### src/rtl/activation_pipe.sv
// Two-stage activation pipeline (ReLU / leaky ReLU / saturating identity / clip) with valid/ready.
// Define ACTIVATION_SATCNT_EN to add the sticky 16-bit sat_count output.
module activation_pipe #(
    parameter int unsigned DATA_W     = 16,
    parameter int unsigned FRAC_BITS  = 11,
    parameter int unsigned IN_W       = 2*DATA_W-FRAC_BITS,
    parameter int unsigned LEAK_SHIFT = 3
) (
    input  logic              clk,
    input  logic              rst,
    input  logic              in_valid,
    output logic              in_ready,
    input  logic [IN_W-1:0]   in_data,
    input  logic [1:0]        in_mode,
    output logic              out_valid,
    input  logic              out_ready,
    output logic [DATA_W-1:0] out_data,
    output logic              out_sat
`ifdef ACTIVATION_SATCNT_EN
    ,
    output logic [15:0]       sat_count
`endif
);

    localparam logic [1:0] MODE_RELU  = 2'd0;
    localparam logic [1:0] MODE_LEAKY = 2'd1;
    localparam logic [1:0] MODE_IDENT = 2'd2;
    localparam logic [1:0] MODE_CLIP  = 2'd3;

    localparam int MAXP_I = (2**(DATA_W-1)) - 1;
    localparam int MINN_I = -(2**(DATA_W-1));
    localparam int ONE_I  = 2**FRAC_BITS;

    // Window limits at full accumulator width so overflow checks see every bit
    localparam logic signed [IN_W-1:0] MAXP_X = IN_W'(MAXP_I);
    localparam logic signed [IN_W-1:0] MINN_X = IN_W'(MINN_I);
    localparam logic signed [IN_W-1:0] ONE_X  = IN_W'(ONE_I);

    localparam logic [DATA_W-1:0] MAXP_D = DATA_W'(MAXP_I);
    localparam logic [DATA_W-1:0] MINN_D = DATA_W'(MINN_I);
    localparam logic [DATA_W-1:0] ONE_D  = DATA_W'(ONE_I);

    logic                    s1_valid_q;
    logic signed [IN_W-1:0]  s1_data_q;
    logic [1:0]              s1_mode_q;
    logic                    s1_sign_q;
    logic signed [IN_W-1:0]  s1_leak_q;
    logic                    s2_valid_q;

    logic                    s2_load;
    logic signed [IN_W-1:0]  in_leak;
    logic [DATA_W-1:0]       act_data;
    logic                    act_sat;
    logic                    gt_maxp;
    logic                    lt_minn;
    logic                    gt_one;
    logic                    leak_lt_minn;

    assign s2_load   = !s2_valid_q || out_ready;
    assign in_ready  = !s1_valid_q || s2_load;
    assign out_valid = s2_valid_q;
    assign in_leak   = $signed(in_data) >>> LEAK_SHIFT;

    always_ff @(posedge clk or posedge rst) begin
        if (rst) begin
            s1_valid_q <= 1'b0;
            s1_data_q  <= '0;
            s1_mode_q  <= '0;
            s1_sign_q  <= 1'b0;
            s1_leak_q  <= '0;
        end else if (in_ready) begin
            s1_valid_q <= in_valid;
            if (in_valid) begin
                s1_data_q <= in_data;
                s1_mode_q <= in_mode;
                s1_sign_q <= in_data[IN_W-1];
                s1_leak_q <= in_leak;
            end
        end
    end

    assign gt_maxp      = s1_data_q > MAXP_X;
    assign lt_minn      = s1_data_q < MINN_X;
    assign gt_one       = s1_data_q > ONE_X;
    assign leak_lt_minn = s1_leak_q < MINN_X;

    always_comb begin
        act_data = s1_data_q[DATA_W-1:0];
        act_sat  = 1'b0;
        case (s1_mode_q)
            MODE_RELU: begin
                if (s1_sign_q) begin
                    act_data = '0;
                end else if (gt_maxp) begin
                    act_data = MAXP_D;
                    act_sat  = 1'b1;
                end
            end
            MODE_LEAKY: begin
                if (!s1_sign_q) begin
                    if (gt_maxp) begin
                        act_data = MAXP_D;
                        act_sat  = 1'b1;
                    end
                end else if (leak_lt_minn) begin
                    act_data = MINN_D;
                    act_sat  = 1'b1;
                end else begin
                    act_data = s1_leak_q[DATA_W-1:0];
                end
            end
            MODE_IDENT: begin
                if (gt_maxp) begin
                    act_data = MAXP_D;
                    act_sat  = 1'b1;
                end else if (lt_minn) begin
                    act_data = MINN_D;
                    act_sat  = 1'b1;
                end
            end
            MODE_CLIP: begin
                if (s1_sign_q) begin
                    act_data = '0;
                    act_sat  = 1'b1;
                end else if (gt_one) begin
                    act_data = ONE_D;
                    act_sat  = 1'b1;
                end
            end
            default: begin
                act_data = '0;
                act_sat  = 1'b0;
            end
        endcase
    end

    always_ff @(posedge clk or posedge rst) begin
        if (rst) begin
            s2_valid_q <= 1'b0;
            out_data   <= '0;
            out_sat    <= 1'b0;
        end else if (s2_load) begin
            s2_valid_q <= s1_valid_q;
            if (s1_valid_q) begin
                out_data <= act_data;
                out_sat  <= act_sat;
            end
        end
    end

`ifdef ACTIVATION_SATCNT_EN
    always_ff @(posedge clk or posedge rst) begin
        if (rst) begin
            sat_count <= '0;
        end else if (s2_valid_q && out_ready && out_sat && (sat_count != 16'hFFFF)) begin
            sat_count <= sat_count + 16'd1;
        end
    end
`endif

endmodule

### config.mk
export PLATFORM = sky130hd
export DESIGN_NAME = activation_pipe
export DESIGN_NICKNAME = d
export VERILOG_FILES = /design/src/rtl/activation_pipe.sv
export SDC_FILE = /design/constraint.sdc
export NUM_CORES = 1
export LEC_CHECK = 0
export CORE_ASPECT_RATIO = 0.6
export CORE_UTILIZATION = 25
export CTS_CLUSTER_DIAMETER = 40
export DETAILED_ROUTE_END_ITERATION = 7
export SKIP_LAST_GASP = 1
export SYNTH_ARGS = -nofsm -noshare
export SYNTH_HDL_FRONTEND = slang
export SYNTH_SLANG_ARGS = --single-unit
### constraint.sdc
create_clock -name clk -period 4.3 [get_ports clk]
set_clock_uncertainty 0.1 [all_clocks]
set_input_delay 0.645 -clock clk [delete_from_list [all_inputs] [get_ports clk]]
set_output_delay 0.645 -clock clk [all_outputs]
set_load 0.03 [all_outputs]
==> reports/summary.txt, run 1 <==
worst skew pair latency: 290 ps
WHS Path Cells: 2
VDD IR max: 0.208 mV
Port Buf Inserts: 45
cell area after placement: 0.00280 mm^2
first-pass GRT wire length: 10400 um
Syn-to-layout area delta: 30.1%
RSZ-0062 raised after global routing: no
Total GRT Usage: 14.0%
fmax: 0.350 GHz
Post-CTS Setup Bufs: 0
Syn Nets: 249
router iterations before antenna repair: 6
initial antenna violation count: 0
Core ar.: 0.00869 mm^2
row count: 26
gr ovfl total: 0
failing checks: design-rule violations
total power: 0.00154 W
Hold Crit Class: flip-flop to flip-flop
YS warnings: 0
commonest non-fill, non-tap cell in the layout: clkdlybuf4s50_1
hold_buf cts: 0
final WL: 6260 um
commonest cells after routing, fill and taps aside: clkdlybuf4s50_1 (45), dfrtp_1 (42), nand2_1 (23), mux2_2 (23), o21ai_0 (16)
Sink Count: 42
CTS Buf Count: 5
Slew headroom: 28.6%
final hold violations: 0
vias in the first global route: 1872
largest net degree at the start of global routing: 43
clk root buf: clkbuf_16
Slew @ Worst Pin: 1070 ps
Max-cap violations: 0
HPWL Detailed: 4550 um
PostCTS Resize Cnt: 0
antenna viol nets, final: 0
Hold Path End: out_data[14]$_DFFE_PP0P_
Synth async-reset ratio: 100%
Remaining DRCs: 1
CP Capture Type: output pin
R2R cell count: 5
#FFs+latches synth: 42
Critical Path Source Type: input port
drt first-iter violations: 200
R2R setup slack: 1680 ps
CP required: 3560 ps
post-synthesis instance total: 222
status: finished, violations left
final non-filler cell area: 0.00297 mm^2
Final setup viols: 0
share of layout cells above drive strength 1: 13.9%
Avg Synthesized Cell Area: 10.3 um^2
ant diodes: 0
CTS H-tree depth: 2
reg2reg start: s1_mode_q[0]$_DFFE_PP0P_
Power Density: 519 mW/mm^2
Synth Cell Area: 0.00228 mm^2
Fin Hold WS: 391 ps
Die X: 125 um
Final #Nets: 285
Starting Density: 26.3%
Min Clock Period, post-route: 2860 ps
die area: 0.00952 mm^2
num ports: 46
Leak Pwr: 1.14 nW
WL/cell: 16.9 um
r2r endpoint: out_data[10]$_DFFE_PP0P_
Post-synth EDFFs: 0
crit-path max FO: 3
Die H: 76.0 um
Total Neg Setup Slack: 0 ps
Cell variety after synth: 44
HP Start: out_data[14]$_DFFE_PP0P_
GPL Wtd Cong: 0.817
register area share after synthesis: 46.1%
Clock transition at path regs: 60 ps
Period Utilization, post-route: 66.5%
critical path arrival: 2120 ps
DR vias/cell: 5.31
Most used DFF post-synth: dfrtp_1
total number of vias: 1970
max-slew violations: 0
CTS tree: built
Clock Path Buffers: 2
Worst Path Class, Setup: input port to output pin
## layout make-up
class	count	area (um^2)
clock inverter	2	37.5
inverter	5	18.8
sequential	42	1050
clock buffer	6	129
timing repair buffer	46	458
multi-input combinational	158	1130
fill	887	5720
tap	112	140
## flip-flops by register name (all words and copies together), names as in the netlist
name	flops
s1_data_q	21
out_data	16
out_valid	1
s1_mode_q	2
s1_valid_q	1
out_sat	1
## report_power, final
part           switching (W)  leakage, nW  total [W]  internal [W]
Combinational       0.000282        0.563   0.000523      0.000241
Sequential          0.000103        0.496   0.000585      0.000482
Clock               0.000157       0.0771   0.000431      0.000274
Total               0.000542         1.14    0.00154      0.000997
## worst max-delay path by stage
| stage | startpoint | end |
|---|---|---|
| after global routing | out_ready | in_ready |
| final | out_ready | in_ready |
| after floorplan | out_ready | s1_data_q[10]$_DFFE_PP0P_ |
| after CTS | out_ready | in_ready |
| after global placement | out_ready | s1_mode_q[0]$_DFFE_PP0P_ |
| after detailed placement | out_ready | s1_data_q[20]$_DFFE_PP0P_ |
## critical path, cell delays in order
cell	delay [ps]
clkdlybuf4s50_1	420
nor2b_1	270
nand2_1	160
clkdlybuf4s50_1	620
## logic make-up after synthesis
group	count (synthesis)	share of synthesized area, %
AND/OR/NAND/NOR	61	13.2
buffers and inverters	22	4.22
multiplexers	23	11.4
AO/OA/AOI/OAI	73	24.8
XOR/XNOR	1	0.384
flip-flops	42	46.1
## Yosys cell counts, types with 3 or more instances
cell / n / area, um^2
a221o_1: 4 / 40.0
and2_1: 10 / 62.6
mux2_2: 23 / 259
nand3_1: 5 / 25.0
nor4_1: 3 / 18.8
nand2_1: 23 / 86.3
a311o_1: 9 / 90.1
clkbuf_1: 11 / 41.3
nor2_1: 5 / 18.8
o21ai_0: 16 / 80.1
a21oi_1: 7 / 35.0
o21a_1: 3 / 22.5
nor3_1: 7 / 35.0
a211oi_1: 9 / 67.6
dfrtp_1: 42 / 1050
inv_1: 4 / 15.0
a221oi_1: 7 / 61.3
## stage by stage
stage	worst slack (ps)	instances	utilization (%)
after floorplan	2070	222	-
after global placement	1440	363	32.3
after detailed placement	1360	363	32.3
after CTS	1420	371	34.2
after global routing	1350	371	34.2
final	1440	371	34.2
## metal layers
metal / wire, um / track usage, %
met3: 530 / 4.21
met4: 55 / 3.29
met2: 2420 / 17.8
met5: 0 / 0
met1: 3250 / 22.2
No activity file was read; power rests on OpenSTA's default activity.
==> inputs of run 2 (changes only) <==
Clock period 4.3 ns to 2.8 ns, I/O delays scaled along.
==> run 2 against run 1 <==
The run still ends with design-rule violations left. Sequential power up 51%. Global-route usage up 0.43 points. Worst hold slack worse by 10 ps. Core utilization grew 0.61 points. Cell count grew 1.9%. Combinational power is 61% higher. Critical endpoint is now out_data[10]$_DFFE_PP0P_. Largest cell class unchanged. Largest power group unchanged. Highest routed layer unchanged.
==> reports/summary.txt, run 2 (synthesis gave the netlist of run 1 again) <==
CTS tree: built
Total Neg Setup Slack: 0 ps (unchanged)
Remaining DRCs: 1 (unchanged)
commonest cells after routing, fill and taps aside: clkdlybuf4s50_1 (45), dfrtp_1 (42), nand2_1 (23), mux2_2 (23), o21ai_0 (16)
Largest register FFs: 21 (unchanged)
clk root buf: clkbuf_16
HP Start: out_data[15]$_DFFE_PP0P_
# fillers: 881 (-0.68%)
Power Density: 789 mW/mm^2 (+52%)
R2R setup slack: 310 ps (-1370 ps)
fmax: 0.401 GHz
failing checks: design-rule violations
final WL: 6320 um (+1.0%)
Max stage delay on crit path: 660 ps (+40 ps)
critical path's top delay family: compound AO/OA/AOI/OAI gates
worst skew pair latency: 290 ps (about the same)
VDD IR max: 0.284 mV (+36%)
row count: 26 (unchanged)
GPL Wtd Cong: 0.855 (+4.6%)
final design utilization: 34.8% (+0.61 points)
num ports: 46 (unchanged)
crit path buf inv count: 0 (-2)
Critical Path Source Type: flip-flop
Leak Pwr: 1.17 nW (+3.0%)
Sink Count: 42 (unchanged)
Clock transition at path regs: 60 ps (about the same)
Clock Path Buffers: 2 (unchanged)
WP depth: 5 (+1)
Period Utilization, post-route: 89.1%
total number of vias: 2002 (+1.6%)
final hold violations: 0 (unchanged)
PostCTS Resize Cnt: 0 (unchanged)
Port Buf Inserts: 45 (unchanged)
Die H: 76.0 um (unchanged)
R2R cell count: 5 (unchanged)
reg2reg start: s1_data_q[15]$_DFFE_PP0P_
r2r endpoint: out_data[10]$_DFFE_PP0P_
RSZ-0062 raised after global routing: no
Slew @ Worst Pin: 587 ps (-482 ps)
share of layout cells above drive strength 1: 16.2% (+2.3 points)
cell area after placement: 0.00285 mm^2 (+1.9%)
critical path arrival: 2570 ps (+450 ps)
largest net degree at the start of global routing: 43 (unchanged)
Worst Path Class, Setup: flip-flop to flip-flop
drt first-iter violations: 86 (-57%)
Hold Crit Class: flip-flop to flip-flop
max-slew violations: 0 (unchanged)
gr ovfl total: 0 (unchanged)
status: finished, violations left
Total GRT Usage: 14.4% (+0.43 points)
Post-CTS Setup Bufs: 0 (unchanged)
CP Capture Type: flip-flop
Top reg by flops: s1_data_q
Syn-to-layout area delta: 32.4%
vias in the first global route: 1944 (+3.8%)
WL/cell: 16.7 um (-0.85%)
CTS Buf Count: 5 (unchanged)
initial antenna violation count: 0 (unchanged)
Starting Density: 26.3% (unchanged)
Max-cap violations: 0 (unchanged)
Die X: 125 um (unchanged)
Core ar.: 0.00869 mm^2 (unchanged)
CP required: 2870 ps (-690 ps)
router iterations before antenna repair: 6 (unchanged)
CTS H-tree depth: 2 (unchanged)
die area: 0.00952 mm^2 (unchanged)
crit path max-delay cell type: or4_1
crit-path max FO: 9 (+6)
Critical path destination: out_data[10]$_DFFE_PP0P_
biggest registers after layout: s1_data_q (21), out_data (16), s1_mode_q (2)
HPWL Detailed: 4690 um (+3.2%)
final non-filler cell area: 0.00302 mm^2 (+1.8%)
DR vias/cell: 5.30 (-0.26%)
crit path cell chain: or4_1 -> o21ai_0 -> a21o_1 -> a211oi_1 -> a311o_1
first-pass GRT wire length: 10700 um (+2.7%)
commonest non-fill, non-tap cell in the layout: clkdlybuf4s50_1
hold_buf cts: 0 (unchanged)
CP startpoint: s1_data_q[15]$_DFFE_PP0P_
Min Clock Period, post-route: 2490 ps
Final #Nets: 292 (+2.5%)
total power: 0.00238 W (+55%)
Slew headroom: 60.9% (+32 points)
ant diodes: 0 (unchanged)
Final setup viols: 0 (unchanged)
antenna viol nets, final: 0 (unchanged)
-- run 2: changes by cell type in the layout (fill, tap and decap cells not counted) --
| cell | change |
|---|---|
| buf_4 | +7 |
-- run 2: layout make-up --
class                           instances  area (um^2)  area share (%)
Sequential cell                        42         1050            34.8
Timing Repair Buffer                   53          510            16.9
Inverter                                5         18.8           0.621
Tap cell                              112          140            4.64
Multi-Input combinational cell        158         1130            37.5
Clock buffer                            6          129            4.27
Clock inverter                          2         37.5            1.24
-- run 2: worst reg2reg max path, stage by stage, from the launching register on --
cell      delay, ps
dfrtp_1         410
or4_1           660
o21ai_0         390
a21o_1          350
a211oi_1        160
a311o_1         300
-- run 2: how the worst min path moves through the flow --
stage                               end  slack (ps)  cells past startpoint
4_1_cts        out_data[15]$_DFFE_PP0P_         380                      2
6_report       out_data[15]$_DFFE_PP0P_         380                      2
3_3_place_gp        out_sat$_DFFE_PP0P_         360                      2
2_1_floorplan     out_valid$_DFFE_PP0P_         380                      2
3_5_place_dp   out_data[15]$_DFFE_PP0P_         370                      2
5_1_grt        out_data[15]$_DFFE_PP0P_         410                      2
-- run 2: where the power goes --
group	internal (W)	switching [W]	total, W
Sequential	0.000740	0.000143	0.000884
Combinational	0.000386	0.000455	0.000840
Clock	0.000421	0.000239	0.000660
Total	0.00155	0.000837	0.00238
-- run 2: per-layer routing --
| layer | wire length, um | track usage, % | up-vias |
|---|---|---|---|
| met4 | 58 | 3.66 | 0 |
| met3 | 610 | 5.41 | 7 |
| met5 | 0 | 0 | - |
| li1 | - | - | 939 |
| met1 | 3290 | 22.3 | 956 |
| met2 | 2370 | 18.1 | 100 |
-- run 2: stage by stage --
stage	setup slack, ps	hold WS (ps)	std cells
CTS	366	384	378
finish	306	381	378
detailed placement	377	370	370
global route	223	414	378
floorplan	578	380	222
global placement	441	362	370
